## src/rtl/fifo_pkg.sv

```systemverilog
// fifo_pkg: shared sizing helpers and default flag margins for the
// peripheral-path FIFOs (UART RX/TX buffering, keyboard queue).
//   depth_of(aw)    -> number of entries for an address width
//   count_width(aw) -> bits needed to hold an occupancy of 0..DEPTH
//   AFULL_MARGIN    -> almost_full rises this many entries below full
//   AEMPTY_MARGIN   -> almost_empty holds while count <= this value
package fifo_pkg;

    localparam int AFULL_MARGIN  = 4;
    localparam int AEMPTY_MARGIN = 4;

    function automatic int depth_of(input int aw);
        return 1 << aw;
    endfunction

    // One extra bit so a completely full FIFO is distinguishable from empty.
    function automatic int count_width(input int aw);
        return aw + 1;
    endfunction

endpackage

```

## src/rtl/fifo_ram.sv

```systemverilog
// fifo_ram: WIDTH x DEPTH simple dual-port storage for fifo_stat.
//   clk   - write clock
//   we    - write enable, writes din into mem[waddr] at posedge
//   waddr - write address
//   din   - write data
//   raddr - read address (asynchronous read)
//   q     - read data, mem[raddr]
// Contents are deliberately not reset.
module fifo_ram #(
    parameter int WIDTH      = 8,
    parameter int ADDR_WIDTH = 7
)(
    input  logic                  clk,
    input  logic                  we,
    input  logic [ADDR_WIDTH-1:0] waddr,
    input  logic [WIDTH-1:0]      din,
    input  logic [ADDR_WIDTH-1:0] raddr,
    output logic [WIDTH-1:0]      q
);

    localparam int DEPTH = 1 << ADDR_WIDTH;

    logic [WIDTH-1:0] mem [DEPTH];

    always_ff @(posedge clk) begin
        if (we) begin
            mem[waddr] <= din;
        end
    end

    assign q = mem[raddr];

endmodule

```

## src/rtl/fifo_stat.sv

```systemverilog
// fifo_stat: single-clock FIFO with occupancy count, programmable
// almost-full/almost-empty flags, sticky overflow/underflow flags and a
// selectable first-word-fall-through or registered read port.
//   clk, reset      - clock and asynchronous active-high reset
//   wr, din         - write request and data
//   rd              - read/pop request
//   dout            - read data (head word when FWFT=1, registered when FWFT=0)
//   empty, full     - occupancy 0 / DEPTH
//   almost_empty    - count <= AEMPTY_LEVEL
//   almost_full     - count >= AFULL_LEVEL
//   count           - occupancy 0..DEPTH
//   overflow        - sticky, write attempted while full and not freed
//   underflow       - sticky, read attempted while empty
//   clr_err         - synchronous clear of overflow/underflow
//   raddr, waddr    - pointer debug monitors
module fifo_stat
    import fifo_pkg::*;
#(
    parameter int WIDTH        = 8,
    parameter int ADDR_WIDTH   = 7,
    parameter int FWFT         = 1,
    parameter int AFULL_LEVEL  = depth_of(ADDR_WIDTH) - AFULL_MARGIN,
    parameter int AEMPTY_LEVEL = AEMPTY_MARGIN
)(
    input  logic                  clk,
    input  logic                  reset,
    input  logic                  wr,
    input  logic [WIDTH-1:0]      din,
    input  logic                  rd,
    output logic [WIDTH-1:0]      dout,
    output logic                  empty,
    output logic                  full,
    output logic                  almost_empty,
    output logic                  almost_full,
    output logic [ADDR_WIDTH:0]   count,
    output logic                  overflow,
    output logic                  underflow,
    input  logic                  clr_err,
    output logic [ADDR_WIDTH-1:0] raddr,
    output logic [ADDR_WIDTH-1:0] waddr
);

    localparam int CW = count_width(ADDR_WIDTH);
    localparam logic [CW-1:0] DEPTH_CNT  = CW'(depth_of(ADDR_WIDTH));
    localparam logic [CW-1:0] AFULL_CNT  = CW'(AFULL_LEVEL);
    localparam logic [CW-1:0] AEMPTY_CNT = CW'(AEMPTY_LEVEL);

    logic             rd_ok;
    logic             wr_ok;
    logic [WIDTH-1:0] rd_data;

    // Flags come straight from registered count so they settle right after the edge.
    assign empty        = (count == '0);
    assign full         = (count == DEPTH_CNT);
    assign almost_empty = (count <= AEMPTY_CNT);
    assign almost_full  = (count >= AFULL_CNT);

    // A full FIFO may take a write only when the same edge frees a slot;
    // an empty FIFO never bypasses a simultaneous write to the reader.
    assign rd_ok = rd & ~empty;
    assign wr_ok = wr & (~full | rd_ok);

    fifo_ram #(
        .WIDTH      (WIDTH),
        .ADDR_WIDTH (ADDR_WIDTH)
    ) u_ram (
        .clk   (clk),
        .we    (wr_ok),
        .waddr (waddr),
        .din   (din),
        .raddr (raddr),
        .q     (rd_data)
    );

    // Pointers wrap naturally at DEPTH because they are exactly ADDR_WIDTH bits.
    always_ff @(posedge clk or posedge reset) begin
        if (reset) begin
            waddr <= '0;
            raddr <= '0;
        end else begin
            if (wr_ok) begin
                waddr <= waddr + 1'b1;
            end
            if (rd_ok) begin
                raddr <= raddr + 1'b1;
            end
        end
    end

    // Simultaneous accepted read and write leaves occupancy unchanged.
    always_ff @(posedge clk or posedge reset) begin
        if (reset) begin
            count <= '0;
        end else begin
            case ({wr_ok, rd_ok})
                2'b10:   count <= count + 1'b1;
                2'b01:   count <= count - 1'b1;
                default: count <= count;
            endcase
        end
    end

    // Sticky error flags; a set in the same cycle as clr_err takes priority.
    always_ff @(posedge clk or posedge reset) begin
        if (reset) begin
            overflow  <= 1'b0;
            underflow <= 1'b0;
        end else begin
            overflow  <= (wr & full & ~rd_ok) | (overflow & ~clr_err);
            underflow <= (rd & empty) | (underflow & ~clr_err);
        end
    end

    generate
        if (FWFT != 0) begin : g_fwft
            // Head word is shown directly; an empty FIFO presents zero.
            assign dout = empty ? '0 : rd_data;
        end else begin : g_reg
            logic [WIDTH-1:0] dout_q;

            // Loads the pre-increment head on an accepted read, holds otherwise.
            always_ff @(posedge clk or posedge reset) begin
                if (reset) begin
                    dout_q <= '0;
                end else if (rd_ok) begin
                    dout_q <= rd_data;
                end
            end

            assign dout = dout_q;
        end
    endgenerate

endmodule

```

## config.mk

```make
export PLATFORM = sky130hd
export DESIGN_NAME = fifo_stat
export DESIGN_NICKNAME = d
export VERILOG_FILES = /design/src/rtl/fifo_pkg.sv /design/src/rtl/fifo_ram.sv /design/src/rtl/fifo_stat.sv
export SDC_FILE = /design/constraint.sdc
export NUM_CORES = 1
export LEC_CHECK = 0
export ABC_CLOCK_PERIOD_IN_PS = 2400
export BUFFER_PORTS_ARGS = -buffer_cell sky130_fd_sc_hd__buf_4
export CORE_MARGIN = 5
export CORE_UTILIZATION = 50
export DETAILED_ROUTE_END_ITERATION = 8
export HOLD_SLACK_MARGIN = 0.02
export PLACE_DENSITY = 0.71
export SLEW_MARGIN = 20
export SYNTH_ARGS = -nofsm -noshare
export SYNTH_HDL_FRONTEND = slang
export SYNTH_SLANG_ARGS = --single-unit
```

## constraint.sdc

```tcl
create_clock -name clk -period 2.4 [get_ports clk]
set_input_delay 0.36 -clock clk [delete_from_list [all_inputs] [get_ports clk]]
set_output_delay 0.36 -clock clk [all_outputs]
set_load 0.02 [all_outputs]
```

; ---- After elaboration in Yosys (flattened, before gate mapping)
; Memory sizes are Yosys's and may differ from the RTL's.
; Cells that the tools add are included.
; W data, S select, Z words.
[word_totals]
reg_bits = 24
ramBits = 1024
inputBits = 13
output_inout_bits = 36
mem_count = 1
[mem_list]
columns = name, words, word_bits, rd, rd_ports_with_merged_regs, wr, line
row1 = u_ram.mem, 128, 8, 1, 0, 1, fifo_ram.sv:23  ; logic [WIDTH-1:0] mem [DEPTH];
[classes]
addsub = 4
n_lt_le_gt_ge = 2
eq_ne = 3
n_mux = 4
bitwise = 14
reduce_logical = 2
[ops]
columns = operator, count
row1 = $pmux W8 S2, 1
row2 = $add A7 B1 Y7 const B, 2
row3 = $add A8 B1 Y8 const B, 1
row4 = $eq A8 B8 Y1 const B, 1
row5 = $ge A8 B7 Y1 const B, 1
row6 = $le A8 B3 Y1 const B, 1
row7 = $logic_not A8 Y1, 1
row8 = $mux W8, 1
row9 = $sub A8 B1 Y8 const B, 1
row10 = $and A1 B1 Y1, 7
row11 = $not A1 Y1, 4
row12 = $or A1 B1 Y1, 3
row13 = $eq A2 B1 Y1 const B, 1
row14 = $eq A2 B2 Y1 const B, 1
row15 = $mux W1, 2
row16 = $reduce_bool A2 Y1, 1

; ---- Longest topological paths before layout
; Gate-level depths: netlist of the first run.
[logic_depth]
depth_word = 7
ltp_mapped = 11
ltp_nobuf = 11

; ---- Hierarchy
; From an unflattened synthesis of the first run, not the netlist that was laid out.
[unflattened]
hier_cells = 1776
area_unflattened_um2 = 40970.5
[modules_own_cells]
columns = module, n_inst, cells_each, area_per_inst_um2, seq_area_each_um2
row1 = fifo_ram, 1, 1627, 39505.4, 30749.5
row2 = fifo_stat, 1, 149, 1465.2, 600.6

; ---- Worst setup path before layout of the first run
; No wires, ideal clock.
[synth_path]
kind = register to register
startpoint = register count[3]
endpoint = register count[7]
setup_ns = 0.091
arrival_ns = 2.662
required_ns = 2.309
slack_ns = -0.354
stages_incl_launch_ff = 11
n_path_buf = 0
synth_period_minus_slack_ns = 2.754
path_cell_list = dfrtp_1 nor4_2 a31o_2 nor2_1 ha_1 a21o_1 a21oi_1 o21ai_0 o21a_1 o31a_1 o221ai_1
[synth_between]
elab_chain_len = 7
[synth_rtl]
columns = element, line
row1 = from (decl), fifo_stat.sv:35  ; output logic [ADDR_WIDTH:0] count,
row2 = from (signal assigned), fifo_stat.sv:96  ; 2'b10: count <= count + 1'b1;
row3 = from (signal assigned), fifo_stat.sv:97  ; 2'b01: count <= count - 1'b1;
row4 = from (signal assigned), fifo_stat.sv:98  ; default: count <= count;
row5 = $logic_not A8 Y1, fifo_stat.sv:53  ; assign empty = (count == '0);
row6 = $not A1 Y1, fifo_stat.sv:60  ; assign rd_ok = rd & ~empty;
row7 = $and A1 B1 Y1, fifo_stat.sv:60
row8 = $or A1 B1 Y1, fifo_stat.sv:61  ; assign wr_ok = wr & (~full | rd_ok);
row9 = $and A1 B1 Y1, fifo_stat.sv:61
row10 = $eq A2 B1 Y1 or $eq A2 B2 Y1 (tied branches), fifo_stat.sv:95  ; case ({wr_ok, rd_ok})
row11 = $pmux W8 S2 or $reduce_bool A2 Y1 (tied branches), n/a
; Parallel ways exist; a longest one is shown, timed or not.
; A chain may end at the register's enable or synchronous reset.

; ---- Worst setup path after layout of the first run
[layout_path]
startpoint = register raddr[0]
endpoint = output dout[3]
[layout_between]
elab_chain_len = 2
[layout_rtl]
columns = element, line
row1 = from (decl), fifo_stat.sv:39  ; output logic [ADDR_WIDTH-1:0] raddr,
row2 = from (signal assigned), fifo_stat.sv:85  ; raddr <= raddr + 1'b1;
row3 = $mem_v2 Z128 W8, n/a
row4 = $mux W8, fifo_stat.sv:117  ; assign dout = empty ? '0 : rd_data;
row5 = to (decl), fifo_stat.sv:30  ; output logic [WIDTH-1:0] dout,
; Every way passes these cells.

==> run_results.csv, run 1 <==
group,metric,value,unit
run_status,status,"complete, but fails checks",
run_status,violations,"setup timing",
sta,finalClockSkew,20.6,ps
sta,hold_violations,0,
sta,slew_headroom,41.1,%
power_and_ir_drop,p_sw,0.0188,W
flow_run,max-cap-violations,0,
setup_path,rrSetupSlack,-170,ps
sta,fmax,267,MHz
drt,postRouteAntennaNets,0,
power_and_ir_drop,p_sw_share,31.8,%
yosys,ys_async_sr_fraction,2.29,%
yosys,ys.flop_type,"edfxtp_1",
yosys,synth_top_area_share,74.9,%
yosys,syn_inst,1989,
die,initial_core_util,50.2,%
drt,routedWlPerCell,29.1,microns
power_and_ir_drop,p_leak,16.1,nW
die,dieArea,87900,sq um
cells_and_area,n_antenna_cell,0,
setup_path,path_cells,"buf_12 -> buf_16 -> buf_16 -> mux4_2 -> o22ai_1 -> or3_1 -> a21oi_1 -> buf_4 -> a211oi_2 -> nor3_2 -> buf_4",
yosys,ys_seq_area_share,76.4,%
die,die_h,297,microns
drt,vias,21900,
drt,viasPerCell,6.25,
setup_path,end_kind,"output port",
yosys,avgSynthCellArea,20.6,sq um
drt,dr.first_iter.drc_count,2706,
setup_path,path_delay_family,"buffers and inverters",
global_routing,grt_pass1_vias,22000,
setup_path,cp_max_fo,8,
setup_path,slowest_stage,"dfrtp_4",
cells_and_area,seqCellArea,31400,sq um
power_and_ir_drop,internal-power,0.0402,W
sta,tightestPinTransition,883,ps
die,ios,49,
clocking,cts_tree,"done",
power_and_ir_drop,comb_power_share,37.8,%
global_routing,overflow,0,
place,gp_congestion,0.870,
sta,layout_setup_ws,-1350,ps
cells_and_area,syn_to_final_growth,22.8,%
yosys,synthTopCellsByArea,"edfxtp_1, mux4_2, mux2i_1, dfrtp_1, nor2_1",
power_and_ir_drop,power_frac_clock,26.5,%
setup_path,cp.arrival,3390,ps
yosys,synth.net_count,2011,
die,core_area,81700,sq um
cells_and_area,drive_above_1_share,41.3,%
yosys,yosysUniqueCellTypes,54,
global_routing,grt_first_pass_wirelength,149,mm
sta,setup_viol,11,
yosys,yosys.area.top_type,"edfxtp_1",
setup_path,start_kind,"flop",
setup_path,crit_required,2040,ps
place,place_area,44800,sq um
cells_and_area,fin_nets,2372,
sta,maxSlewViolCount,0,
die,fp-row-count,105,
place,io_buffers,48,
global_routing,grt_max_degree,129,
clocking,clk_latency,660,ps
cells_and_area,multi_input_area,10600,sq um
cells_and_area,design_area,50400,sq um
yosys,yosysMostFrequentCell,"edfxtp_1",
setup_path,critPathMaxStageDelay,510,ps
die,die_w,297,microns
clocking,cts.clk_slew.worst_paths,70,ps
sta,fin_crit_sh,156,%
clocking,cts_num_sinks,1048,
sta,whs,104,ps
worst_hold_path,holdCritPathClass,"input port to flop",
clocking,cts_root_buffer,"clkbuf_16",
yosys,yosys_warnings,0,
yosys,synth_edf_count,1024,
yosys,yosys-top-cells-count,"edfxtp_1, mux4_2, nor2_1",
yosys,netlist_area,41000,sq um
global_routing,antenna_found_initial,1,
drt,firstDrtPassIters,5,
drt,wl,102,mm
sta,finalCriticalPeriod,3750,ps
setup_path,cp.buffers_inverters,5,
yosys,synth.ff_latch_count,1048,
power_and_ir_drop,ir_drop,1430,uV
sta,rsz0062_at_grt,"true",
place,dpl.hpwl,63.1,mm
drt,drcViolationCount,0,
cells_and_area,fillers,5351,
global_routing,grt.total_usage,23.1,%
clocking,cts_htree_levels,3,
setup_path,crit_type,"flop to output port",
power_and_ir_drop,p_per_area,1170,nW/um^2
clocking,clockBufferDepth,3,
clocking,cts-buffers-inserted,104,
power_and_ir_drop,seq_power_share,35.7,%
## routing by layer
layer / wire length, microns / vias up / track usage (%)
li1: - / 9006 / -
met1: 40200 / 11500 / 34.3
met2: 48400 / 1263 / 35.9
met3: 10700 / 158 / 4.74
met4: 2510 / 0 / 5.89
met5: 0 / - / 0
## worst register-to-register path, stage by stage, from the launching register on
cell,delay [ps]
dfrtp_1,410
nor4_4,320
buf_4,170
a31o_4,170
nor2_4,80
buf_4,150
ha_1,320
nor3_1,200
nor2_1,110
o21a_1,140
o31a_1,300
o221ai_2,140
## power groups by stage
stage	sequential (W)	combinational, W	clock [W]
floorplan	0.0215	0.0108	0
global placement	0.0214	0.0183	0
detailed placement	0.0214	0.0185	0
CTS	0.0210	0.0212	0.0158
global route	0.0211	0.0232	0.0166
finish	0.0211	0.0223	0.0157
## final timing paths
kind,depth (start not counted),start,end
worst max-delay path,11,raddr[0],dout[3]
worst min-delay path,3,rd,underflow
worst max register to register,11,count[3],count[7]
worst min register to register,1,overflow,overflow
max in group asynchronous,3,reset,raddr[2]
min in group asynchronous,3,reset,overflow
## registers in the layout, indices dropped and copies added (netlist names)
register / cells
u_ram.mem: 1024
count: 8
raddr: 7
waddr: 7
overflow: 1
underflow: 1
## placed cells by master (no fill, tap or decap), drive strengths merged, types with 14 or more instances in the layout
| master | Yosys | final |
|---|---|---|
| xnor2 | 14 | 14 |
| a21oi | 43 | 43 |
| mux4 | 233 | 233 |
| a22oi | 53 | 53 |
| edfxtp | 1024 | 1024 |
| nor2b | 14 | 14 |
| dfrtp | 24 | 24 |
| inv | 12 | 16 |
| nor3 | 17 | 17 |
| nand2 | 38 | 38 |
| o22ai | 28 | 28 |
| clkinv | 0 | 46 |
| clkbuf | 24 | 129 |
| nand3 | 19 | 19 |
| o21ai | 24 | 24 |
| mux2i | 72 | 72 |
| o211ai | 16 | 16 |
| nor2 | 146 | 146 |
| buf | 86 | 360 |
## logic make-up (layout without fill, tap and decap cells)
family	Yosys count	after routing	synth area share [%]
flip-flops	1048	1048	76.4
multiplexers	314	314	14.9
AND/OR/NAND/NOR	272	272	2.97
AO/OA/AOI/OAI	208	208	3.36
buffers and inverters	122	564	1.79
XOR/XNOR	16	16	0.341
adder cells (fa/ha/maj)	9	9	0.293
## metrics by stage
stage	util [%]	cells	setup TNS [ps]	setup WS [ps]	total power (W)
2_1_floorplan	-	1989	-528	-68.0	0.0323
3_3_place_gp	54.8	3270	-33900	-714	0.0396
3_5_place_dp	54.8	3270	-66410	-759	0.0399
4_1_cts	60.6	3495	-15180	-1310	0.0580
5_1_grt	61.7	3501	-11470	-1360	0.0609
6_report	61.7	3501	-10330	-1350	0.0590
## layout make-up
class                      count  share of cell area [%]
inverter                      12                  0.0943
tap                         1070                    2.66
clock buffer                 129                    5.60
timing repair buffer         365                    7.50
multi-input combinational    819                    21.0
clock inverter                58                   0.886
sequential                  1048                    62.2
## repair_timing
item | CTS | global route
cloned | 9 | 0
hold buffers | 2 | 0
resized for setup | 266 | 182
endpoints found under the setup margin | 935 | 865
endpoints found under the hold margin | 20 | 0
buffers inserted | 30 | 11
pin swaps | 40 | 35
No activity file was read; power rests on OpenSTA's default activity.
==> inputs of run 2 (changes only) <==
--- a/config.mk
+++ b/config.mk
@@ -12,6 +12,7 @@
 export DETAILED_ROUTE_END_ITERATION = 8
 export HOLD_SLACK_MARGIN = 0.02
 export PLACE_DENSITY = 0.71
+export SETUP_SLACK_MARGIN = 0.2
 export SLEW_MARGIN = 20
 export SYNTH_ARGS = -nofsm -noshare
 export SYNTH_HDL_FRONTEND = slang
==> run 2 against run 1 <==
Power up 2.4%; worst setup slack lost 42 ps; highest routed layer unchanged; maximum frequency shrank 1.1%; the run still ends with setup timing left; register-to-register slack worse by 110 ps; clock power hardly changed; sequential share of layout area fell by 2.6 points; critical path depth down 3; via count grew 4.0%; die area is the same; cell area grew 4.4%.
==> run_results.csv, run 2 (synthesis gave the netlist of run 1 again) <==
group,metric,value,unit
place,io_buffers,48,
cells_and_area,syn_to_final_growth,28.3,%
die,dieArea,87900,sq um
global_routing,grt_first_pass_wirelength,153,mm
place,place_area,45600,sq um
global_routing,grt_use_met1,33.8,%
die,core_area,81700,sq um
sta,hold_violations,0,
clocking,cts_root_buffer,"clkbuf_16",
cells_and_area,multi_input_area,10600,sq um
global_routing,met2_usage,38.1,%
cells_and_area,seqCellArea,31400,sq um
setup_path,crit_required,2040,ps
sta,fin_crit_sh,158,%
drt,viasPerCell,6.18,
drt,routedWlPerCell,29.1,microns
sta,finalClockSkew,17.8,ps
power_and_ir_drop,p_total,0.0604,W
cells_and_area,fillers,5152,
worst_hold_path,holdCritPathClass,"input port to flop",
clocking,cts.clk_slew.worst_paths,60,ps
clocking,cts_htree_levels,3,
run_status,violations,"setup timing",
global_routing,antenna_found_initial,1,
sta,slew_headroom,36.7,%
clocking,cts-buffers-inserted,102,
die,ios,49,
drt,firstDrtPassIters,5,
cells_and_area,design_area,52600,sq um
cells_and_area,layout_common_cells,"edfxtp_1, buf_4, mux4_2",
sta,fmax,264,MHz
cells_and_area,fin_nets,2553,
drt,vias,22800,
setup_path,crit_type,"flop to output port",
setup_path,cp.arrival,3430,ps
clocking,clk_latency,680,ps
setup_path,cp_max_fo,8,
global_routing,grt_max_degree,129,
die,die_h,297,microns
sta,whs,170,ps
power_and_ir_drop,p_per_area,1150,nW/um^2
sta,rsz0062_at_grt,"true",
global_routing,overflow,0,
power_and_ir_drop,ir_drop,986,uV
place,dpl.hpwl,63.9,mm
setup_path,start_kind,"flop",
clocking,cts_tree,"done",
die,die_w,297,microns
cells_and_area,reg_top3,"u_ram.mem (1024), count (8)",
sta,maxSlewViolCount,0,
sta,setup_viol,791,
cells_and_area,largest_register,"u_ram.mem",
clocking,clockBufferDepth,3,
sta,finalCriticalPeriod,3790,ps
die,fp-row-count,105,
drt,wl,107,mm
cells_and_area,layout_commonest_cell,"edfxtp_1",
power_and_ir_drop,p_leak,17.3,nW
place,gp_congestion,0.856,
drt,drcViolationCount,0,
setup_path,end_kind,"output port",
global_routing,grt.total_usage,23.7,%
sta,tightestPinTransition,948,ps
clocking,cts_num_sinks,1048,
global_routing,grt_pass1_vias,22800,
global_routing,grt-busiest-layer,"met2",
run_status,status,"complete, but fails checks",
sta,layout_setup_ws,-1390,ps
global_routing,met3_usage,5.08,%
drt,dr.first_iter.drc_count,2828,
die,initial_core_util,50.2,%
cells_and_area,drive_above_1_share,44.9,%
flow_run,max-cap-violations,0,
drt,postRouteAntennaNets,0,
cells_and_area,largest_reg_flops,1024,
run 2: metrics by stage:
stage / instances / setup TNS, ps / setup slack, ps / utilization [%]
6_report: 3683 / -76410 / -1390 / 64.4
5_1_grt: 3682 / -121840 / -1400 / 64.4
4_1_cts: 3613 / -13250 / -1360 / 62.6
3_5_place_dp: 3346 / -18260 / -968 / 55.8
3_3_place_gp: 3346 / -8500 / -953 / 55.8
2_1_floorplan: 1989 / -528 / -68.0 / -
run 2: final timing paths:
| path | slack [ps] | endpoint | cells after the start | startpoint |
|---|---|---|---|---|
| setup / recovery | -1390 | dout[6] | 8 | raddr[0] |
| hold / removal | 170 | u_ram.mem[61][1] | 1 | din[1] |
| setup reg to reg | -280 | count[7] | 12 | count[6] |
| hold reg to reg | 520 | overflow | 1 | overflow |
| max in group asynchronous | 1240 | raddr[0] | 3 | reset |
| min in group asynchronous | 470 | raddr[3] | 3 | reset |
run 2: power breakdown:
part	internal, W	total (W)	switching [W]
Combinational	0.0118	0.0239	0.0121
Clock	0.00872	0.0155	0.00677
Sequential	0.0206	0.0211	0.000456
Total	0.0411	0.0604	0.0193
run 2: worst max-delay path, stage by stage, from the launching register on:
cell and delay, ps:
dfrtp_4 480, buf_12 180, buf_16 150, buf_12 130, mux4_2 540, mux4_2 590
a211oi_4 410, nor3_4 110, buf_6 150
run 2: cell type report:
cell class                 count  share of cell area [%]
inverter                      12                  0.0903
multi-input combinational    819                    20.2
sequential                  1048                    59.6
timing repair buffer         548                    11.4
tap                         1070                    2.54
clock inverter                58                    1.01
antenna                        1                 0.00475
clock buffer                 127                    5.11
run 2: what timing repair did:
item	in CTS	in global routing
gates resized for setup	366	171
endpoints found under the setup margin	936	1036
setup buffers	73	64
cloned	6	6
pin swaps	62	78
endpoints found under the hold margin	22	0
hold buffers	3	0
run 2: layer usage:
metal	vias up	routed length, microns
met5	-	0
met4	0	2770
met3	173	10500
met2	1337	52700
met1	11900	41100
li1	9350	-
